--- src/rtl/ctrl_pkg.sv ---
// Shared constants, field positions and FSM encoding for the serial control link.
package ctrl_pkg;

  localparam int unsigned CTRL_W          = 16;
  localparam int unsigned CTRL_RESET_BIT  = 0;
  localparam int unsigned CTRL_ENABLE_BIT = 1;
  localparam int unsigned CTRL_SPEED_LSB  = 2;
  localparam int unsigned CTRL_SPEED_MSB  = 3;
  localparam int unsigned CTRL_TEST_BIT   = 4;

  localparam int unsigned BIT_CNT_W = 4;
  localparam int unsigned HALF_W    = 8;
  localparam int unsigned GAP_W     = 10;

  typedef enum logic [1:0] {
    ST_IDLE = 2'd0,
    ST_LOW  = 2'd1,
    ST_HIGH = 2'd2,
    ST_GAP  = 2'd3
  } ctrl_state_e;

  typedef struct packed {
    logic       test;
    logic [1:0] speed;
    logic       enable;
    logic       reset;
  } ctrl_fields_t;

  // Extract the defined control fields from a received word.
  function automatic ctrl_fields_t ctrl_decode(input logic [CTRL_W-1:0] w);
    ctrl_fields_t f;
    f.reset  = w[CTRL_RESET_BIT];
    f.enable = w[CTRL_ENABLE_BIT];
    f.speed  = w[CTRL_SPEED_MSB:CTRL_SPEED_LSB];
    f.test   = w[CTRL_TEST_BIT];
    return f;
  endfunction

endpackage

--- src/rtl/ctrl_tx.sv ---
// Serial control-word transmitter: 16 bits MSB first, data sampled on ctrl_clk_o rise,
// followed by an inter-frame gap that ends with a done_o pulse.
module ctrl_tx
  import ctrl_pkg::*;
#(
  parameter int unsigned DIV = 4,
  parameter int unsigned GAP = 16
) (
  input  logic              clk_i,
  input  logic              reset_i,
  input  logic [CTRL_W-1:0] word_i,
  input  logic              valid_i,
  output logic              ready_o,
  output logic              busy_o,
  output logic              done_o,
  output logic              ctrl_clk_o,
  output logic              ctrl_data_o
);

  localparam logic [HALF_W-1:0]    HALF_LAST = HALF_W'(DIV - 1);
  localparam logic [GAP_W-1:0]     GAP_LAST  = GAP_W'(GAP - 1);
  localparam logic [BIT_CNT_W-1:0] BIT_FIRST = BIT_CNT_W'(CTRL_W - 1);

  ctrl_state_e          state, state_n;
  logic [CTRL_W-1:0]    shreg, shreg_n;
  logic [BIT_CNT_W-1:0] bit_cnt, bit_cnt_n;
  logic [HALF_W-1:0]    half_cnt, half_cnt_n;
  logic [GAP_W-1:0]     gap_cnt, gap_cnt_n;
  logic                 clk_n, data_n, done_n;

  assign busy_o  = (state != ST_IDLE);
  assign ready_o = (state == ST_IDLE) && !reset_i;

  // State, datapath and registered serial outputs.
  always_ff @(posedge clk_i or posedge reset_i) begin
    if (reset_i) begin
      state       <= ST_IDLE;
      shreg       <= '0;
      bit_cnt     <= '0;
      half_cnt    <= '0;
      gap_cnt     <= '0;
      ctrl_clk_o  <= 1'b0;
      ctrl_data_o <= 1'b0;
      done_o      <= 1'b0;
    end else begin
      state       <= state_n;
      shreg       <= shreg_n;
      bit_cnt     <= bit_cnt_n;
      half_cnt    <= half_cnt_n;
      gap_cnt     <= gap_cnt_n;
      ctrl_clk_o  <= clk_n;
      ctrl_data_o <= data_n;
      done_o      <= done_n;
    end
  end

  // Next-state logic; outputs are precomputed from the next state so they line up with it.
  always_comb begin
    state_n    = state;
    shreg_n    = shreg;
    bit_cnt_n  = bit_cnt;
    half_cnt_n = half_cnt;
    gap_cnt_n  = gap_cnt;
    clk_n      = 1'b0;
    data_n     = 1'b0;
    done_n     = 1'b0;

    case (state)
      ST_IDLE: begin
        if (valid_i && ready_o) begin
          shreg_n    = word_i;
          bit_cnt_n  = BIT_FIRST;
          half_cnt_n = '0;
          state_n    = ST_LOW;
        end
      end
      ST_LOW: begin
        if (half_cnt == HALF_LAST) begin
          half_cnt_n = '0;
          state_n    = ST_HIGH;
        end else begin
          half_cnt_n = half_cnt + HALF_W'(1);
        end
      end
      ST_HIGH: begin
        if (half_cnt == HALF_LAST) begin
          half_cnt_n = '0;
          if (bit_cnt != '0) begin
            shreg_n   = {shreg[CTRL_W-2:0], 1'b0};
            bit_cnt_n = bit_cnt - BIT_CNT_W'(1);
            state_n   = ST_LOW;
          end else begin
            gap_cnt_n = '0;
            state_n   = ST_GAP;
          end
        end else begin
          half_cnt_n = half_cnt + HALF_W'(1);
        end
      end
      ST_GAP: begin
        if (gap_cnt == GAP_LAST) begin
          gap_cnt_n = '0;
          state_n   = ST_IDLE;
        end else begin
          gap_cnt_n = gap_cnt + GAP_W'(1);
        end
      end
      default: begin
        state_n = ST_IDLE;
      end
    endcase

    clk_n  = (state_n == ST_HIGH);
    data_n = ((state_n == ST_LOW) || (state_n == ST_HIGH)) ? shreg_n[CTRL_W-1] : 1'b0;
    done_n = (state_n == ST_GAP) && (gap_cnt_n == GAP_LAST);
  end

endmodule

--- config.mk ---
export PLATFORM = sky130hd
export DESIGN_NAME = ctrl_tx
export DESIGN_NICKNAME = d
export VERILOG_FILES = /design/src/rtl/ctrl_pkg.sv /design/src/rtl/ctrl_tx.sv
export SDC_FILE = /design/constraint.sdc
export NUM_CORES = 1
export LEC_CHECK = 0
export ABC_CLOCK_PERIOD_IN_PS = 3300
export CAP_MARGIN = 5
export CORE_MARGIN = 5
export CORE_UTILIZATION = 25
export CTS_CLUSTER_SIZE = 12
export DETAILED_ROUTE_END_ITERATION = 16
export SLEW_MARGIN = 20
export SYNTH_ARGS = -nofsm -noshare
export SYNTH_HDL_FRONTEND = slang
export SYNTH_SLANG_ARGS = --single-unit
--- constraint.sdc ---
create_clock -name clk_i -period 3.3 [get_ports clk_i]
set_clock_uncertainty 0.05 [all_clocks]
set_input_delay 0.33 -clock clk_i [delete_from_list [all_inputs] [get_ports clk_i]]
set_output_delay 0.33 -clock clk_i [all_outputs]
set_load 0.01 [all_outputs]
==> key figures <==
Worst setup path
  – Worst setup path class: reg -> reg
  – CP Launch Type: flop
  – Worst path arrival time: 3.15 ns
  – Worst Setup End Kind: flop
  – CP Data Required Time: about 3.5 ns
  – Crit-path max FO: 4

CTS
  – Clock-pin slew on the worst setup and hold paths: about 0.080 ns
  – Clk sinks: 43
  – TritonCTS Buffers: 5
  – CTS tree: built
  – CTS resizes: 0
  – Total setup buffers inserted after CTS: 0
  – Worst-Skew Late Latency: 0.30 ns
  – Root buffer cell: clkbuf_8
  – CTS H-tree depth: 2
  – CTS Buffer Depth: 2
  – CTS Hold Bufs: 0

Route
  – Antenna Nets Post-Route: 0
  – Via density: 4.763
  – Post-Route WL: roughly 5.3 mm
  – Drt drc: 0
  – Vias: 1,929
  – First-pass DRT Iterations: 4
  – Average wire per standard cell: 13.16 µm
  – Initial DRC count: 110

Timing
  – Worst slew margin: 0.6365
  – Fmax: around 340 MHz
  – Crit path setup slack, layout: 0.3326 ns
  – Post-route minimum period: 2.967 ns
  – RSZ-0062 raised after global routing: no
  – Max Slew Vio Count: 0
  – Worst Tran Pin Value: between 0.5 and 0.6 ns
  – Final period util: 0.8992
  – Final Hold Viols: 0
  – Fin Setup TNS: 0 ns
  – Final setup viols: 0

Flow run
  – Number of max-cap violations: 0

Min path
  – Worst min-delay path class: in -> async

Place
  – Dpl ws: 0.3881 ns
  – I/O Buffers: 23
  – Global placer's final weighted congestion: 0.8334
  – Dpl hpwl: 3.813 mm
  – DP Area: between 0.002 and 0.003 mm²

Run status
  – Status: finished, final reports clean

Synth
  – Post-synth EDFFs: 0
  – Post-synthesis sequential area ratio: 0.4486
  – Main area contributors after synthesis: dfrtp_1, a221o_1, ha_1, nand2_1, nor2_1
  – Largest area contributor in the netlist: dfrtp_1
  – Top cell type's share of synthesized area: 0.4486
  – Yosys warning total: 0
  – Synthesized area per cell: 9.480 µm²
  – Asr flop ratio synth: 1.000
  – Net count after synthesis: 281
  – Yosys cell types: 47
  – Register bit total from synthesis: 43
  – Post-synthesis cell count: 253
  – Netlist Area Pre-Place: 0.002399 mm²
  – Most common flop cell mapped by yosys: dfrtp_1

Cells and area
  – Core Util, Final: 0.3078
  – Storage cell area: between 0.001 and 0.0015 mm²
  – Design area: 0.002858 mm²
  – Area taken by multi-input logic gates: approximately 0.0012 mm²
  – # fillers: 1,008
  – Most common cell after layout, fill and taps aside: dfrtp_1
  – Commonest non-fill, non-tap cells in the layout: dfrtp_1, nand2_1, nor2_1, clkdlybuf4s50_1, o21ai_0
  – Final net count: 304
  – Layout area overhead: 19.14%
  – Inserted Diodes: 0
  – Share of cells above drive strength 1: 0.07971

Floorplanning
  – Top-level I/O count: 24
  – Core Rows: 35
  – Die Height: 108.0 µm
  – Initial cell density of the core: 0.2584
  – Core area: 0.009284 mm²
  – Die area: 0.01165 mm²
  – Die W: between 100 and 150 µm

GRT
  – Gr ovfl total: 0
  – Initial antenna violation count: 0
  – First-pass GRT wire length: 9.218 mm
  – Vias in the first global route: 1,981
  – Largest net degree at the start of global routing: 26
  – GRT Util Overall: 0.09743

Power and ir drop
  – Pleak: 0.001211 µW
  – Power Total: between 2000 and 2500 µW
  – Worst VDD drop: 0.2581 mV
  – PwrDens: 705.3 mW/mm²
==> logic make-up after synthesis <==
family / count (synthesis) / share of synthesized area
AOI/OAI and AO/OA: 66 / 0.1987
xor gates and xnor gates: 9 / 0.03287
adders and majority gates: 9 / 0.04695
buffers and inverters: 27 / 0.05686
DFF: 43 / 0.4486
muxes: 2 / 0.008347
and+or+nand+nor: 97 / 0.2076
==> power breakdown <==
part	switching, µW	internal (µW)	leakage (µW)
logic	471	349	0.000595
registers	107	681	0.000566
clock network	185	221	0.0000502
==> flip-flops by register name, summed over array words and instances, names as in the netlist <==
name	count
half_cnt	8
ctrl_data_o	1
state	2
shreg	16
bit_cnt	4
done_o	1
ctrl_clk_o	1
gap_cnt	10
==> per-stage QoR <==
stage | hold WS (ns) | instances
3_3_place_gp | 0.4346 | 398
3_5_place_dp | 0.4366 | 398
6_report | 0.3953 | 405
4_1_cts | 0.4651 | 405
2_1_floorplan | 0.4157 | 253
5_1_grt | 0.4589 | 405
==> area by class of cell <==
type | instances | area share
clock buffers | 5 | 0.02408
multi-input cells | 183 | 0.4151
inverters | 14 | 0.01839
flip-flops and latches | 43 | 0.3765
well taps | 129 | 0.05648
repair buffers | 29 | 0.09632
clock inverters | 2 | 0.01313
==> cells in the mapped netlist, types with 6 or more instances <==
cell / instances
nand3_1: 7
inv_1: 14
ha_1: 9
xor2_1: 6
dfrtp_1: 43
a21oi_1: 11
clkbuf_1: 7
o21ai_0: 19
a221o_1: 14
nand4_1: 8
nand2_1: 30
nor2_1: 26
==> routing by layer <==
layer	track usage	up-vias	wire length (µm)
li1	-	956	-
met1	0.1320	928	2599
met2	0.1559	39	2461
met3	0.02090	6	204
met4	0.02976	0	62
met5	0	-	0
==> worst paths after layout <==
check                      slack, ns         from           to  cells after the start
max reg2reg                     0.33  half_cnt[0]       done_o                     10
min                             0.40      reset_i  half_cnt[0]                      2
min reg2reg                     0.46     shreg[0]     shreg[0]                      1
min in group clk_i              0.46     shreg[0]     shreg[0]                      1
max                             0.33  half_cnt[0]       done_o                     10
max in group asynchronous       2.23      reset_i   bit_cnt[0]                      3
==> critical path, stage by stage, from the launching register on <==
cell and delay, ns:
dfrtp_1 0.39, ha_1 0.22, or4b_4 0.52, or2_2 0.35
nor2_1 0.11, o21ai_0 0.09, a21oi_1 0.22, ha_1 0.19
o211ai_1 0.10, a2111oi_0 0.39, and4b_1 0.26
No activity file was read; power rests on OpenSTA's default activity.
==> RTL edit (same settings) <==
The 4 states of `ctrl_state_e` get a one-hot encoding in 4 bits.
--- a/src/rtl/ctrl_pkg.sv
+++ b/src/rtl/ctrl_pkg.sv
@@ -14,7 +14,7 @@
 
-  typedef enum logic [1:0] {
-    ST_IDLE = 2'd0,
-    ST_LOW  = 2'd1,
-    ST_HIGH = 2'd2,
-    ST_GAP  = 2'd3
+  typedef enum logic [3:0] {
+    ST_IDLE = 4'b0001,
+    ST_LOW  = 4'b0010,
+    ST_HIGH = 4'b0100,
+    ST_GAP  = 4'b1000
   } ctrl_state_e;
Check against the original RTL: same outputs for any inputs over 10 cycles, from zero or initial values and one cycle with reset_i high; not proved beyond that.
==> RTL edit against the original RTL <==
Synthesized area about the same. Worst setup slack better by 450 ps. Routed wire length down 2.5%. Fmax up 18%. Die area about the same. Sequential cell count up 2. Global-route usage down 0.15 points. Utilization down 0.32 points. Final area down 1.1%.
Power is not compared: it rests on default switching activity, and its combinational part moved more than twofold at a synthesized area within 25%.
==> RTL edit: results (changes against the original RTL) <==
* Worst Hold Depth at 2
* Antenna cells at 0 (unchanged)
* Inserted Clock Buffers at 5 (unchanged)
* Number of distinct library cells after synthesis at 52 (+11%)
* Number of global-route vias before repair at 1,928 (-2.7%)
* GPL Wtd Cong at 0.872 (+4.6%)
* Async set-reset flop share out of synthesis at 100% (unchanged)
* First-pass GRT wire length at 9220 um (unchanged)
* Via count at 1,951 (+1.1%)
* Number of port buffers at 23 (unchanged)
* Leak at 1.18 nW
* Antenna violations before repair at 0 (unchanged)
* Clock transition at path regs at 100 ps (+20 ps)
* Ys Warns at 0 (unchanged)
* Max Fanout on Critical Path at 11 (+7)
* H-Tree Depth at 2 (unchanged)
* Routed WL per cell at 12.8 um (-2.5%)
* Worst reg2reg path depth at 6 (-4)
* Starting DRT DRC Count at 150 (+36%)
* Register area share after synthesis at 47.0% (+2.1 points)
* Largest net degree at the start of global routing at 28 (+7.7%)
* Latest clock arrival within the worst-skew pair at approximately 310 ps
* Hold WC Path Type: flop to flop
* Net Count, Synth at 278 (-1.1%)
* Tot GR Track Use at 9.59% (-0.15 points)
* Top FF cell, synth: dfrtp_1
* Top cells by area, synth: dfrtp_1 46%, nand2_1 7.8%, a22oi_1 4.4%, o21ai_0 4.0%, xor2_1 1.8%
* Buffer count from post-CTS setup fixing at 0 (unchanged)
* Worst-margin pin slew at 796 ps (+252 ps)
* Final count of hold timing violations at 0 (unchanged)
* First-pass DRT Iterations at 4 (unchanged)
* Slowest Stage Delay on Critical Path at 660 ps (+140 ps)
* List of most frequent post-synthesis cells: 50 x nand2_1, 44 x dfrtp_1, 19 x o21ai_0, 14 x a22oi_1, 11 x nor2_1
* Status: finished clean
* Root Buffer: clkbuf_8
* Fraction of layout cells with a size suffix above 1 at 7.97% (unchanged)
* Crit-path slowest cell: dfstp_2
* Post_cts resized at 0 (unchanged)
* Biggest regs: shreg x16, gap_cnt x10, half_cnt x8
* Nets at 297 (-2.3%)
* Crit-path leading delay family: flip-flops
* Max rail drop VDD at 210 uV
* Bufs on Longest Clock Path at 2 (unchanged)
* Final HPWL DP at 3610 um (-5.2%)
* Dpl cell area at 2740 um^2 (-0.59%)
## RTL edit: cell types whose count changed in the layout (fill, tap and decap cells not counted), moves of 4 or more
cell,delta
nor3_1,+4
a221o_1,-14
a22oi_1,+14
a21oi_1,-4
a31oi_1,+4
inv_1,-6
nand2_1,+20
nor2_1,-16
nand2b_1,+4
nor3b_1,+4
ha_1,-6
nand4_1,-5
## RTL edit: cells by family after synthesis
family                   count (synthesis)  synth area share, %
AND/OR/NAND/NOR                        111                 25.3
AO/OA/AOI/OAI                           68                 19.1
flip-flops                              45                 47.0
buffers and inverters                   23                 4.85
XOR/XNOR                                 6                 2.19
adder cells (fa/ha/maj)                  3                 1.56
## RTL edit: layout make-up
| cell class | instances | area (um^2) |
|---|---|---|
| Inverter | 8 | 30.0 |
| Multi-Input combinational cell | 188 | 1160 |
| Timing Repair Buffer | 27 | 260 |
| Sequential cell | 45 | 1130 |
| Fill cell | 995 | 6460 |
| Clock inverter | 3 | 21.3 |
| Clock buffer | 5 | 68.8 |
| Tap cell | 129 | 161 |
## RTL edit: where the power goes
group	switching (mW)	internal, mW
clock network	0.207	0.151
logic	0.0741	0.0680
registers	0.0405	0.609
total	0.322	0.827
## RTL edit: final timing paths
path | startpoint | endpoint | slack [ps]
max | state[0] | ready_o | 790
min | shreg[8] | shreg[8] | 430
max reg2reg | half_cnt[0] | done_o | 860
min reg2reg | shreg[8] | shreg[8] | 430
max in group asynchronous | reset_i | shreg[3] | 2060
min in group asynchronous | reset_i | state[2] | 450
## RTL edit: stage by stage
| stage | instances | setup WS (ps) | power (mW) |
|---|---|---|---|
| floorplan | 256 | 1110 | 0.744 |
| global placement | 397 | 889 | 0.799 |
| detailed placement | 397 | 827 | 0.803 |
| CTS | 405 | 771 | 1.17 |
| global route | 405 | 628 | 1.22 |
| finish | 405 | 787 | 1.15 |
## RTL edit: worst reg2reg max path, stage by stage (launching register included)
cell     delay, ps
dfrtp_1        430
ha_1           260
nor4b_1        410
nand4_2        270
and2_1         340
a211o_1        350
nor4_2         260
## RTL edit: metal layers
layer  global-route usage (%)  up-vias  share of wire (%)
met5                        0        -                  0
met4                     4.51        0                2.0
met3                     2.03        7                4.8
met2                     13.9       47                 45
met1                     13.6      930                 49
li1                         -      967                  -
